## src/rtl/retire_ctrl.sv

```systemverilog
// retire_ctrl: retire-stage sequencer between the ROB head window and the
// retire consumers (freelist, arch map, SQ, LQ).
//
// Each cycle it commits the in-order prefix of completed head entries,
// offers at most one store to the SQ, and closes the group at a mispredicted
// branch or a halt. After a mispredict retires it raises flush for
// FLUSH_CYCLES cycles; after a halt retires it locks until reset.
//
// Optional feature macro: RETIRE_PERF_EN adds perf_retired and
// perf_store_stall saturating counters.
//
// Ports:
//   clock, reset         clock; synchronous active-low reset
//   head_*               per-lane ROB head window fields (lane 0 oldest)
//   store_accepted       SQ commits the offered store this cycle
//   instr_num            number of lanes retiring (also advances ROB head)
//   retire_mask          thermometer mask of retiring lanes
//   T, Told, arch_dest_reg  head fields of retiring lanes (0 elsewhere)
//   is_store, is_load    SQ offer / retiring loads
//   flush, halted        registered sequence outputs
//   perf_retired, perf_store_stall  (RETIRE_PERF_EN only)

// One lane of the retire prefix chain. i_go says every older lane retired
// and did not close the group; i_store_seen says an older lane retired a store.
module retire_ctrl_lane (
  input  logic i_go,
  input  logic i_store_seen,
  input  logic i_valid,
  input  logic i_complete,
  input  logic i_is_store,
  input  logic i_mispred,
  input  logic i_halt,
  input  logic i_store_accepted,
  output logic o_retire,
  output logic o_offer,
  output logic o_go,
  output logic o_store_seen,
  output logic o_mispred_ret,
  output logic o_halt_ret
);
  logic w_cand;

  assign w_cand        = i_go & i_valid & i_complete;
  // Only the first store of the group is offered; a second store stops the chain.
  assign o_offer       = w_cand & i_is_store & ~i_store_seen;
  assign o_retire      = w_cand & (~i_is_store | (~i_store_seen & i_store_accepted));
  assign o_go          = o_retire & ~i_mispred & ~i_halt;
  assign o_store_seen  = i_store_seen | (o_retire & i_is_store);
  assign o_mispred_ret = o_retire & i_mispred;
  assign o_halt_ret    = o_retire & i_halt;
endmodule

module retire_ctrl #(
  parameter  int WAY          = 2,
  parameter  int FLUSH_CYCLES = 1,
  parameter  int PHY_W        = 6,
  parameter  int ARCH_W       = 5,
  localparam int CNT_W        = $clog2(WAY + 1)
) (
  input  logic                         clock,
  input  logic                         reset,
  input  logic [WAY-1:0]               head_valid,
  input  logic [WAY-1:0]               head_complete,
  input  logic [WAY-1:0]               head_is_store,
  input  logic [WAY-1:0]               head_is_load,
  input  logic [WAY-1:0]               head_mispred,
  input  logic [WAY-1:0]               head_halt,
  input  logic [WAY-1:0][PHY_W-1:0]    head_T,
  input  logic [WAY-1:0][PHY_W-1:0]    head_Told,
  input  logic [WAY-1:0][ARCH_W-1:0]   head_arch_dest,
  input  logic                         store_accepted,
  output logic [CNT_W-1:0]             instr_num,
  output logic [WAY-1:0]               retire_mask,
  output logic [WAY-1:0][PHY_W-1:0]    T,
  output logic [WAY-1:0][PHY_W-1:0]    Told,
  output logic [WAY-1:0][ARCH_W-1:0]   arch_dest_reg,
  output logic                         is_store,
  output logic [WAY-1:0]               is_load,
  output logic                         flush,
  output logic                         halted
`ifdef RETIRE_PERF_EN
  ,
  output logic [31:0]                  perf_retired,
  output logic [31:0]                  perf_store_stall
`endif
);
  localparam int CW = $clog2(FLUSH_CYCLES + 1);

  typedef enum logic [1:0] {NORMAL, STORE_WAIT, FLUSH, HALT} state_t;

  state_t        r_state, w_next;
  logic [CW-1:0] r_fcnt, w_fcnt_next;
  logic          r_flush, r_halted;

  logic [WAY:0]   w_go, w_seen;
  logic [WAY-1:0] w_ret, w_offer, w_mis, w_hlt;
  logic           w_stall, w_mis_ret, w_halt_ret;

  // STORE_WAIT uses the same selection as NORMAL: the pending store sits in
  // lane 0, so it is re-offered every cycle until the SQ accepts it.
  assign w_go[0]   = reset & ((r_state == NORMAL) | (r_state == STORE_WAIT));
  assign w_seen[0] = 1'b0;

  for (genvar i = 0; i < WAY; i++) begin : g_lane
    retire_ctrl_lane u_lane (
      .i_go             (w_go[i]),
      .i_store_seen     (w_seen[i]),
      .i_valid          (head_valid[i]),
      .i_complete       (head_complete[i]),
      .i_is_store       (head_is_store[i]),
      .i_mispred        (head_mispred[i]),
      .i_halt           (head_halt[i]),
      .i_store_accepted (store_accepted),
      .o_retire         (w_ret[i]),
      .o_offer          (w_offer[i]),
      .o_go             (w_go[i+1]),
      .o_store_seen     (w_seen[i+1]),
      .o_mispred_ret    (w_mis[i]),
      .o_halt_ret       (w_hlt[i])
    );
  end

  assign w_stall    = |w_offer & ~store_accepted;
  assign w_mis_ret  = |w_mis;
  assign w_halt_ret = |w_hlt;

  always_ff @(posedge clock) begin
    if (!reset) begin
      r_state  <= NORMAL;
      r_fcnt   <= '0;
      r_flush  <= 1'b0;
      r_halted <= 1'b0;
    end else begin
      r_state  <= w_next;
      r_fcnt   <= w_fcnt_next;
      r_flush  <= (w_next == FLUSH);
      r_halted <= (w_next == HALT);
    end
  end

  always_comb begin
    w_next      = r_state;
    w_fcnt_next = r_fcnt;
    case (r_state)
      NORMAL, STORE_WAIT: begin
        // Halt wins over a mispredict on the same lane.
        if (w_halt_ret)      w_next = HALT;
        else if (w_mis_ret) begin
          w_next      = FLUSH;
          w_fcnt_next = CW'(FLUSH_CYCLES);
        end
        else if (w_stall)    w_next = STORE_WAIT;
        else                 w_next = NORMAL;
      end
      FLUSH: begin
        w_fcnt_next = r_fcnt - CW'(1);
        if (r_fcnt <= CW'(1)) w_next = NORMAL;
      end
      HALT:    w_next = HALT;
      default: w_next = NORMAL;
    endcase
  end

  always_comb begin
    retire_mask = w_ret;
    is_store    = |w_offer;
    is_load     = head_is_load & w_ret;
    instr_num   = '0;
    for (int i = 0; i < WAY; i++) begin
      instr_num        = instr_num + CNT_W'(w_ret[i]);
      T[i]             = w_ret[i] ? head_T[i]         : '0;
      Told[i]          = w_ret[i] ? head_Told[i]      : '0;
      arch_dest_reg[i] = w_ret[i] ? head_arch_dest[i] : '0;
    end
  end

  assign flush  = r_flush;
  assign halted = r_halted;

`ifdef RETIRE_PERF_EN
  logic [31:0] r_perf_retired, r_perf_store_stall;

  always_ff @(posedge clock) begin
    if (!reset) begin
      r_perf_retired     <= '0;
      r_perf_store_stall <= '0;
    end else begin
      if (r_perf_retired > (32'hFFFF_FFFF - 32'(instr_num))) r_perf_retired <= '1;
      else r_perf_retired <= r_perf_retired + 32'(instr_num);
      if (is_store && !store_accepted && (r_perf_store_stall != '1))
        r_perf_store_stall <= r_perf_store_stall + 32'd1;
    end
  end

  assign perf_retired     = r_perf_retired;
  assign perf_store_stall = r_perf_store_stall;
`endif
endmodule
```

## config.mk

```make
export PLATFORM = sky130hd
export DESIGN_NAME = retire_ctrl
export DESIGN_NICKNAME = d
export VERILOG_FILES = /design/src/rtl/retire_ctrl.sv
export SDC_FILE = /design/constraint.sdc
export NUM_CORES = 1
export LEC_CHECK = 0
export ABC_AREA = 1
export ABC_CLOCK_PERIOD_IN_PS = 2800
export CAP_MARGIN = 20
export CORE_MARGIN = 4
export CORE_UTILIZATION = 25
export CTS_BUF_LIST = sky130_fd_sc_hd__clkbuf_4 sky130_fd_sc_hd__clkbuf_8
export DETAILED_ROUTE_END_ITERATION = 8
export GPL_TIMING_DRIVEN = 0
export HOLD_SLACK_MARGIN = 0.06
export PLACE_DENSITY = 0.81
export SYNTH_ARGS = -nofsm -noshare
export SYNTH_HDL_FRONTEND = slang
export SYNTH_HIERARCHICAL = 1
export SYNTH_SLANG_ARGS = --single-unit
```

## constraint.sdc

```tcl
create_clock -name clock -period 2.8 [get_ports clock]
set_clock_uncertainty 0.2 [all_clocks]
set_input_delay 0.56 -clock clock [delete_from_list [all_inputs] [get_ports clock]]
set_output_delay 0.56 -clock clock [all_outputs]
set_load 0.1 [all_outputs]
```

# Word-level counts from Yosys, hierarchy flattened
# Index checks and enable logic that the tools add are counted.
[word_totals]
regBits = 5
[classes]
n_reduce_logical = 7
magnitude_cmp = 1
bitwise = 29
addsub = 2
n_eq_ne = 7
n_mux = 14
[op_table]
columns = ["cell", "count"]
rows = [
  ["$mux W6", 4],
  ["$and A1 B1 Y1", 19],
  ["$mux W5", 2],
  ["$eq A2 B2 Y1 const B", 4],
  ["$reduce_or A2 Y1", 4],
  ["$mux W2", 3],
  ["$not A1 Y1", 6],
  ["$pmux W2 S3", 1],
  ["$ne A2 B2 Y1 const B", 2],
  ["$mux W1", 3],
  ["$or A1 B1 Y1", 3],
  ["$reduce_and A3 Y1", 1],
  ["$add A1 B1 Y2", 1],
  ["$and A2 B2 Y2", 1],
  ["$eq A2 B1 Y1 const B", 1],
  ["$logic_not A2 Y1", 1],
  ["$pmux W1 S2", 1],
  ["$reduce_bool A2 Y1", 1],
  ["$le A1 B1 Y1 const B", 1],
  ["$sub A1 B1 Y1 const B", 1],
]

# Depth between registers and ports, before layout
# Gate-level depths: netlist (run 1).
[depth]
word_depth = 19
mapped_depth = 16

# Modules after synthesis
# Netlist (run 1), hierarchy kept.
[modules_own_cells]
columns = ["module", "cells_per_inst", "instances", "seq_area_each_um2", "area_each_um2"]
rows = [
  ["retire_ctrl", 104, 1, 80.1, 505.5],
  ["retire_ctrl_lane", 20, 2, 0.0, 88.8],
]

# Least setup slack after synthesis (run 1)
# OpenSTA, ideal clock, no wires.
[synth_path]
path_type = "input -> output"
startpoint = "input port reset"
endpoint = "output port T[10] (netlist bit)"
n_path_buf = 2
path_stages = 14
arrival_time_ns = 3.048
path_slack_ns = -1.008
path_cell_list = "inv_1 -> nor2_1 -> nand2_2 -> nor2_4 -> nand2_2 -> nor2_1 -> nand2_2 -> nor2_4 -> nand2_2 -> inv_1 -> buf_4 -> buf_4 -> nand2_1 -> inv_1"
[synth_rtl]
columns = ["element", "line", "source"]
rows = [
  ["start, declared", "61", "input logic reset,"],
  ["end, declared", "74", "output logic [WAY-1:0][PHY_W-1:0] T,"],
]

==> summary.txt, run 1 <==
Status
  • Status: complete, but fails checks
  • Failing checks: negative setup slack

Logic synthesis
  • Mapped Cells: 138
  • Mean Syn Cell Area: 4.78 sq um
  • Post-Syn Area: 659 sq um
  • Yosys warns: 6

Global route
  • Tot GR Track Use: 27.1%
  • Initial antenna violation count: 0
  • Gr ovfl total: 0
  • Largest net degree at the start of global routing: 11
  • Number of global-route vias before repair: 1,337
  • First-pass GRT wire length: 6820 um

Placed design
  • Hpwl dp: 2710 um
  • PortBufs: 91
  • Final GP Congestion: 0.779
  • Placement Cell Area: 0.00174 sq mm

Drt
  • Total number of vias: 1,239
  • Initial DRC Count: 55
  • DRT Pass-1 Iters: 4
  • ANT nets after route: 0
  • DRC: 0
  • Final WL: 4910 um
  • DR WL/cell: 18.0 um
  • Via density: 4.54

Clocking
  • Htree depth: 1
  • Number of clock sinks: 4
  • TritonCTS clock tree: done
  • CTS root buffer: clkbuf_4
  • # hold bufs at CTS: 0
  • Max clock buf depth: 2
  • Clock-pin slew on the worst setup and hold paths: 0.04 ns
  • Clk_lat worst skew: 0.24 ns
  • Total CTS buffers: 3

STA
  • Worst slew pin tran: 0.981 ns
  • Minimum clock period: 2.91 ns
  • Unrepaired setup endpoints after global routing: yes
  • Hold WS: 0.349 ns
  • Worst Setup Slack, final: -0.106 ns
  • Final hold viol count: 0
  • Max-slew headroom: 34.4%
  • Max-slew violations: 0
  • Setup violations, final: 19
  • Fin crit share: 104%
  • Max Clk Rate: 344 MHz

Critical path
  • Critical Path Stages: 13
  • CP peak stage delay: 0.46 ns
  • CP most frequent cell: nand2_2
  • Flop2flop setup slack: 0.65 ns
  • Critical setup path kind: in2out
  • Worst-path cell chain: clkdlybuf4s50_1 -> inv_1 -> nand2_2 -> nor2_4 -> nand2_2 -> nor2_4 -> nand2_2 -> clkinvlp_4 -> buf_8 -> buf_8 -> nand2_4 -> clkinvlp_4 -> buf_12
  • Worst R2R Path Depth: 15
  • Endpoint type of the worst setup path: output pin
  • Crit-path max FO: 5
  • Crit start category: input pin
  • Critical R2R Launch: r_state[1]$_SDFF_PN0_
  • CP delay by family, top: buffers and inverters
  • CP bufs+invs: 7
  • WP data arrival: 2.15 ns
  • Setup crit end: arch_dest_reg[6]
  • Slowest stage cell, crit path: clkdlybuf4s50_1
  • Worst R2R End: r_state[0]$_SDFF_PN0_
  • Worst Setup SP: head_mispred[0]
  • Critical Path RT: 2.04 ns

Floorplanning
  • # rows: 18
  • Area of the die: 0.00352 sq mm
  • Die X-Extent: 59.4 um
  • Core area: 0.00250 sq mm
  • Chip height: 59.4 um
  • Initial core utilization: 26.4%
  • Io pins: 92

Final layout
  • Syn-to-layout area delta: 228%
  • Final nets: 295
  • ANT cells: 0
  • Ratio of cells with drive above 1 in the final layout: 50.6%
  • Most common cell after layout, fill and taps aside: clkdlybuf4s50_1
  • Most frequent cells in the layout: clkdlybuf4s50_1, nand2_1, inv_1
  • Design Area, Final: 0.00216 sq mm

Pwr
  • P_leak: 1.13 nW
  • Power Total: 0.324 mW
  • Pwr Density: 149 mW/mm^2
  • VDD IR max: 0.167 mV

Run
  • Max Cap Viol: 0

Hold path
  • Min-delay src: r_state[0]$_SDFF_PN0_
  • HP Class: reg2reg
## metrics by stage
| stage | setup WS (ns) | util, % | TNS, ns | std cells |
|---|---|---|---|---|
| floorplan | -0.584 | - | -14.36 | 140 |
| global placement | -1.50 | 69.6 | -49.31 | 261 |
| detailed placement | -1.53 | 69.6 | -50.39 | 261 |
| CTS | -0.0739 | 85.5 | -1.19 | 272 |
| global route | -0.174 | 86.6 | -2.91 | 273 |
| finish | -0.106 | 86.6 | -1.40 | 273 |
## worst register-to-register path, delay by kind of cell (launching register included)
kind / cells / cell delay, ns
simple gates: 13 / 1.29
flops: 1 / 0.36
compound gates: 1 / 0.06
buf+inv: 1 / 0.14
## flip-flops by register name, indices dropped and copies added (netlist names)
register  flops
halted        1
r_state       2
flush         1
## how the worst min path moves through the flow
| stage | endpoint | cells past startpoint |
|---|---|---|
| final | r_state[0]$_SDFF_PN0_ | 2 |
| after global routing | r_state[0]$_SDFF_PN0_ | 2 |
| after CTS | r_state[0]$_SDFF_PN0_ | 2 |
| after detailed placement | r_state[0]$_SDFF_PN0_ | 2 |
| after global placement | r_state[0]$_SDFF_PN0_ | 2 |
| after floorplan | r_state[0]$_SDFF_PN0_ | 2 |
## timing repair
| action | in CTS | in global routing |
|---|---|---|
| cloned | 1 | 0 |
| resized for setup | 314 | 38 |
| buffers inserted | 7 | 1 |
| pin swaps | 8 | 9 |
| setup endpoints to repair | 41 | 38 |
## per-layer routing
layer | track usage (%) | up-vias | routed length [um]
met5 | 0 | - | 0
met4 | 16.5 | 0 | 293
met3 | 5.66 | 22 | 421
met2 | 51.8 | 75 | 2550
met1 | 25.7 | 569 | 1640
li1 | - | 573 | -
## cell type report
| cell class | count | area, sq um |
|---|---|---|
| buffer | 4 | 48.8 |
| sequential | 4 | 80.1 |
| fill | 119 | 335 |
| multi-input combinational | 79 | 543 |
| clock buffer | 3 | 22.5 |
| timing repair buffer | 100 | 1150 |
| tap | 30 | 37.5 |
| inverter | 53 | 280 |
## report_power, final
part / total (mW) / internal, mW / switching, mW
Clock: 0.0735 / 0.0481 / 0.0254
Combinational: 0.191 / 0.0828 / 0.108
Sequential: 0.0592 / 0.0584 / 0.000846
Note: power is estimated with default switching activity, not from simulation.
==> run 2, diff against run 1 <==
--- a/config.mk
+++ b/config.mk
@@ -8,7 +8,7 @@
 export ABC_AREA = 1
 export ABC_CLOCK_PERIOD_IN_PS = 2800
 export CAP_MARGIN = 20
-export CORE_MARGIN = 4
+export CORE_MARGIN = 2
 export CORE_UTILIZATION = 25
 export CTS_BUF_LIST = sky130_fd_sc_hd__clkbuf_4 sky130_fd_sc_hd__clkbuf_8
 export DETAILED_ROUTE_END_ITERATION = 8
==> run 2 against run 1 <==
  * The run still ends with negative setup slack left
  * Worst hold slack improved by 0.0064 ns
  * Non-clock buffer count rose by 6
  * Final cell count rose by 2.2%
  * Global-route usage rose by 1.5 points
  * Highest routed layer unchanged
  * Sequential power barely moved
==> summary.txt, run 2 (same netlist as run 1, synthesis figures left out) <==
Placed design
  • DP Cell Count: 261 (unchanged)
  • PortBufs: 91 (unchanged)
  • Final GP Congestion: 0.847 (+8.8%)
  • Hpwl dp: 2490 um (-7.8%)
  • Placement Cell Area: 0.00174 sq mm (unchanged)

Status
  • Status: complete, but fails checks
  • Failing checks: negative setup slack

STA
  • Minimum clock period: 2.92 ns (+0.0162 ns)
  • Hold WS: 0.356 ns (+0.00635 ns)
  • Worst Setup Slack, final: -0.122 ns (-0.0162 ns)
  • Worst slew pin tran: 0.984 ns (+0.00348 ns)
  • Max Clk Rate: 342 MHz (-0.56%)
  • Setup violations, final: 20 (+1)
  • Final hold viol count: 0 (unchanged)
  • Max-slew headroom: 34.2% (-0.23 points)
  • Max-slew violations: 0 (unchanged)
  • Unrepaired setup endpoints after global routing: yes
  • Fin crit share: 104% (+0.58 points)

Final layout
  • Final Core Density: 90.0% (+3.4 points)
  • Layout Cells excl Fill: 279 (+2.2%)
  • Syn-to-layout area delta: 238%
  • Multi-input gate area: 549 sq um (+1.2%)
  • ANT cells: 0 (unchanged)
  • Most common cell after layout, fill and taps aside: clkdlybuf4s50_1
  • Max reg flops: 2 (unchanged)
  • Biggest register: r_state
  • Ratio of cells with drive above 1 in the final layout: 51.4% (+0.79 points)
  • Final nets: 301 (+2.0%)
  • Design Area, Final: 0.00223 sq mm (+3.0%)
  • Most frequent cells in the layout: clkdlybuf4s50_1, nand2_1, inv_1
  • FILL cells: 99 (-17%)
  • Sequential cell area: 80.1 sq um (unchanged)

Pwr
  • Power Total: 0.330 mW (+1.9%)
  • Pwr Density: 148 mW/mm^2 (-1.1%)
  • VDD IR max: 0.284 mV (+70%)
  • P_leak: 1.12 nW (-0.32%)

Critical path
  • CP bufs+invs: 8 (+1)
  • Endpoint type of the worst setup path: output pin
  • Critical Path RT: 2.04 ns (about the same)
  • Worst-path cell chain: buf_6 -> inv_4 -> nor2_4 -> nand2_2 -> nor2_4 -> nand3_2 -> nand2_2 -> inv_2 -> nand2_2 -> nand2_2 -> nand2_4 -> clkinvlp_4 -> buf_4 -> buf_6 -> nand2_4 -> clkinvlp_4 -> buf_12
  • Crit-path max FO: 4 (-1)
  • WP data arrival: 2.16 ns (about the same)
  • Critical setup path kind: in2out
  • CP most frequent cell: nand2_2
  • Slowest stage cell, crit path: buf_12
  • CP peak stage delay: 0.18 ns (-0.28 ns)
  • CP delay by family, top: buffers and inverters
  • Crit start category: input pin

Drt
  • Initial DRC Count: 19 (-65%)
  • Total number of vias: 1,277 (+3.1%)
  • DRT Pass-1 Iters: 4 (unchanged)
  • ANT nets after route: 0 (unchanged)
  • Final WL: 4920 um (+0.35%)
  • DR WL/cell: 17.6 um (-1.8%)
  • DRC: 0 (unchanged)
  • Via density: 4.58 (+0.85%)

Floorplanning
  • Core area: 0.00248 sq mm (-0.90%)
  • Die X-Extent: 55.4 um (-6.7%)
  • Area of the die: 0.00306 sq mm (-13%)
  • Io pins: 92 (unchanged)
  • Initial core utilization: 26.6% (+0.24 points)
  • Chip height: 55.4 um (-6.7%)
  • # rows: 18 (unchanged)

Clocking
  • Clk_lat worst skew: 0.24 ns (about the same)
  • TritonCTS clock tree: done
  • Number of clock sinks: 4 (unchanged)
  • # hold bufs at CTS: 0 (unchanged)
  • Max clock buf depth: 2 (unchanged)
  • CTS root buffer: clkbuf_4
  • Total CTS buffers: 3 (unchanged)
  • Clock-pin slew on the worst setup and hold paths: 0.04 ns (about the same)
  • Htree depth: 1 (unchanged)

Global route
  • Number of global-route vias before repair: 1,353 (+1.2%)
  • Largest net degree at the start of global routing: 11 (unchanged)
  • Initial antenna violation count: 0 (unchanged)
  • Gr ovfl total: 0 (unchanged)
  • First-pass GRT wire length: 6810 um (-0.21%)
  • Tot GR Track Use: 28.6% (+1.5 points)

Run
  • Max Cap Viol: 0 (unchanged)

Hold path
  • HP Class: reg2reg
[run 2: power by group]
part	switching [mW]	leakage, nW	internal [mW]	total [mW]
clock	0.0241	0.0138	0.0480	0.0721
sequential	0.000903	0.0323	0.0584	0.0593
combinational	0.111	1.08	0.0874	0.198
total	0.136	1.12	0.194	0.330
[run 2: worst min-delay path: stages (launching register included)]
cell	delay (ns)
dfxtp_1	0.31
nand2_1	0.13
a21oi_2	0.08
[run 2: metrics by stage]
| step | worst slack [ns] | setup TNS (ns) |
|---|---|---|
| finish | -0.122 | -1.73 |
| global placement | -1.50 | -49.17 |
| CTS | -0.159 | -1.28 |
| floorplan | -0.584 | -14.36 |
| global route | -0.157 | -2.65 |
| detailed placement | -1.54 | -50.50 |
[run 2: timing repair]
action / in CTS / in global routing
hold endpoints to repair: 0 / 0
pin swaps: 10 / 10
setup buffers: 9 / 7
resized for setup: 319 / 22
gates cloned: 2 / 0
endpoints found under the setup margin: 41 / 38
[run 2: per-layer routing]
layer  vias to the layer above  GRT usage [%]  wire (um)
li1                        584              -          -
met1                       588           29.8       1770
met2                        79           53.2       2590
met3                        26           6.79        297
met4                         0           12.9        264
met5                         -              0          0
[run 2: worst paths after layout]
check | start | endpoint | slack, ns | cells past startpoint
worst max-delay path | reset | Told[8] | -0.12 | 17
worst min-delay path | r_state[0]$_SDFF_PN0_ | r_state[0]$_SDFF_PN0_ | 0.36 | 2
worst max register to register | r_state[1]$_SDFF_PN0_ | r_state[0]$_SDFF_PN0_ | 0.61 | 16
worst min register to register | r_state[0]$_SDFF_PN0_ | r_state[0]$_SDFF_PN0_ | 0.36 | 2
[run 2: cell type report]
cell class	count	area share, %
Multi-Input combinational cell	79	24.6
Inverter	53	12.6
Buffer	4	2.24
Clock buffer	3	1.01
Sequential cell	4	3.59
Timing Repair Buffer	106	54.3
Tap cell	30	1.68
==> run 3, diff against run 2 <==
--- a/config.mk
+++ b/config.mk
@@ -6,7 +6,7 @@
 export NUM_CORES = 1
 export LEC_CHECK = 0
 export ABC_AREA = 1
-export ABC_CLOCK_PERIOD_IN_PS = 2800
+export ABC_CLOCK_PERIOD_IN_PS = 2700
 export CAP_MARGIN = 20
 export CORE_MARGIN = 2
 export CORE_UTILIZATION = 25
==> constraint.sdc (replaced) <==
create_clock -name clock -period 2.7 [get_ports clock]
set_clock_uncertainty 0.2 [all_clocks]
set_input_delay 0.54 -clock clock [delete_from_list [all_inputs] [get_ports clock]]
set_output_delay 0.54 -clock clock [all_outputs]
set_load 0.1 [all_outputs]
==> run 3 against run 2 <==
  * The flow still finishes with violations (negative setup slack)
  * Register-to-register slack got worse by 0.19 ns
  * Critical path depth decreased by 1
  * Utilization up 0.35 points
  * Clock power up 5.8%
  * Worst hold slack improved by 0.015 ns
  * Routed wire length is 6.9% higher
  * Final cell count rose by 0.72%
  * Sequential power increased by 3.9%
  * Combinational power is 5% higher
  * Power up 5.0%
  * Via count up 4.0%
  * Highest routed layer unchanged
==> summary.txt, run 3 (same netlist as run 1, synthesis figures left out) <==
Final layout
  • Ratio of cells with drive above 1 in the final layout: 53.0% (+1.6 points)
  • Final nets: 303 (+0.66%)
  • Syn-to-layout area delta: 239%
  • Most frequent cells in the layout: clkdlybuf4s50_1, nand2_1, inv_1
  • Layout Cells excl Fill: 281 (+0.72%)
  • Most common cell after layout, fill and taps aside: clkdlybuf4s50_1
  • Sequential cell area: 81.3 sq um (+1.6%)
  • Biggest register: r_state
  • Multi-input gate area: 548 sq um (-0.23%)
  • Max reg flops: 2 (unchanged)
  • ANT cells: 0 (unchanged)
  • FILL cells: 97 (-2.0%)

STA
  • Final hold viol count: 0 (unchanged)
  • Max-slew headroom: 34.2% (about the same)
  • Max-slew violations: 0 (unchanged)
  • Hold WS: 0.371 ns (+0.0153 ns)
  • Unrepaired setup endpoints after global routing: yes
  • Fin crit share: 107%
  • Setup violations, final: 21 (+5.0%)
  • Minimum clock period: 2.89 ns
  • Worst slew pin tran: 0.984 ns (-0.000375 ns)
  • Worst Setup Slack, final: -0.188 ns (-0.0661 ns)
  • Max Clk Rate: 346 MHz

Pwr
  • Switching part of the total power: 41.8% (+0.59 points)
  • Pwr Density: 155 mW/mm^2 (+4.6%)
  • Seq pwr share: 17.8% (-0.2 points)
  • Cell Int Power: 0.201 mW (+4.0%)
  • Power share of the combinational group: 60.2% (about the same)
  • Power Total: 0.346 mW (+5.0%)
  • P_leak: 1.18 nW (+4.7%)
  • Clock Power Share: 22.0% (about the same)
  • Net Sw Power: 0.145 mW (+6.5%)
  • VDD IR max: 0.295 mV (+3.8%)

Drt
  • DRC: 0 (unchanged)
  • Initial DRC Count: 53 (+34)
  • Total number of vias: 1,328 (+4.0%)
  • ANT nets after route: 0 (unchanged)
  • DRT Pass-1 Iters: 4 (unchanged)
  • Final WL: 5260 um (+6.9%)
  • DR WL/cell: 18.7 um (+6.2%)
  • Via density: 4.73 (+3.3%)

Floorplanning
  • Die X-Extent: 55.4 um (unchanged)
  • # rows: 18 (unchanged)
  • Initial core utilization: 26.6% (unchanged)
  • Io pins: 92 (unchanged)
  • Area of the die: 0.00306 sq mm (unchanged)
  • Core area: 0.00248 sq mm (unchanged)
  • Chip height: 55.4 um (unchanged)

Global route
  • First-pass GRT wire length: 7270 um (+6.8%)
  • Gr ovfl total: 0 (unchanged)
  • Number of global-route vias before repair: 1,362 (+0.67%)
  • Initial antenna violation count: 0 (unchanged)
  • Tot GR Track Use: 30.4% (+1.8 points)
  • Largest net degree at the start of global routing: 11 (unchanged)

Clocking
  • Clk_lat worst skew: 0.24 ns (about the same)
  • TritonCTS clock tree: done
  • Number of clock sinks: 4 (unchanged)
  • CTS root buffer: clkbuf_4
  • Total CTS buffers: 3 (unchanged)
  • Max clock buf depth: 2 (unchanged)
  • Clock-pin slew on the worst setup and hold paths: 0.04 ns (about the same)
  • Htree depth: 1 (unchanged)
  • # hold bufs at CTS: 0 (unchanged)

Placed design
  • Final GP Congestion: 0.847 (unchanged)
  • Hpwl dp: 2490 um (unchanged)
  • Pre-CTS setup slack: -1.60 ns (-0.0600 ns)
  • DP Cell Count: 261 (unchanged)
  • PortBufs: 91 (unchanged)

Run
  • Max Cap Viol: 0 (unchanged)

Status
  • Status: complete, but fails checks
  • Failing checks: negative setup slack

Critical path
  • Crit start category: input pin
  • Crit-path max FO: 3 (-1)
  • Endpoint type of the worst setup path: output pin
  • Critical setup path kind: in2out
  • WP data arrival: 2.15 ns (about the same)
  • Critical Path RT: 1.96 ns (-0.08 ns)

Hold path
  • HP Class: reg2reg
run 3: cell count changes in the layout (fill, tap and decap cells not counted), sizes merged:
cell and delta:
buf +19, clkbuf -9, clkdlybuf4s15 -7, clkdlybuf4s18 -1
run 3: layer usage:
metal / global-route usage, % / part of all wire (%) / wire length, um / vias up
met5: 0 / 0 / 0 / -
met1: 32.6 / 37 / 1930 / 636
met3: 6.32 / 6.7 / 351 / 22
met4: 9.41 / 5.4 / 285 / 0
li1: - / - / - / 591
met2: 58.3 / 51 / 2700 / 79
run 3: cell type report:
| type | instances | share of cell area, % |
|---|---|---|
| plain buffers | 3 | 1.34 |
| clock buffers | 3 | 1.01 |
| inverters | 53 | 12.5 |
| multi-input cells | 79 | 24.5 |
| flip-flops and latches | 4 | 3.63 |
| well taps | 30 | 1.68 |
| repair buffers | 109 | 55.3 |
run 3: path summary, 6_finish.rpt:
| kind | endpoint | from | cells past startpoint | slack [ns] |
|---|---|---|---|---|
| hold reg to reg | r_state[0]$_SDFF_PN0_ | r_state[0]$_SDFF_PN0_ | 2 | 0.37 |
| hold / removal | r_state[0]$_SDFF_PN0_ | r_state[0]$_SDFF_PN0_ | 2 | 0.37 |
| setup reg to reg | r_state[0]$_SDFF_PN0_ | r_state[1]$_SDFF_PN0_ | 17 | 0.42 |
| setup / recovery | instr_num[0] | reset | 16 | -0.19 |
run 3: critical path: stages:
cell and delay, ns:
buf_6 0.07, inv_4 0.03, nor2_4 0.08, nand2_2 0.07, nor2_4 0.16, nand3_2 0.09
nand2_2 0.10, inv_2 0.04, nand2_2 0.05, nand2_2 0.06, nand2_4 0.08, clkinvlp_4 0.10
buf_6 0.13, buf_6 0.11, ha_4 0.27, buf_12 0.16
run 3: power by group through the flow:
stage | clock [mW] | sequential [mW] | combinational (mW)
3_5_place_dp | 0 | 0.0622 | 0.175
6_report | 0.0763 | 0.0616 | 0.208
3_3_place_gp | 0 | 0.0620 | 0.173
5_1_grt | 0.0783 | 0.0616 | 0.215
4_1_cts | 0.0753 | 0.0614 | 0.191
2_1_floorplan | 0 | 0.0650 | 0.0822
run 3: timing repair:
action,in CTS,in global routing
pin swaps,10,12
cloned,2,0
resized for setup,329,44
endpoints found under the setup margin,41,40
setup buffers,9,10
run 3: metrics by stage:
stage / util (%) / instance area [sq um] / TNS (ns)
after floorplan: - / 791 / -16.64
after global placement: 70.2 / 1740 / -51.63
after detailed placement: 70.2 / 1740 / -53.00
after CTS: 88.9 / 2200 / -2.41
after global routing: 90.4 / 2240 / -4.31
final: 90.4 / 2240 / -2.72
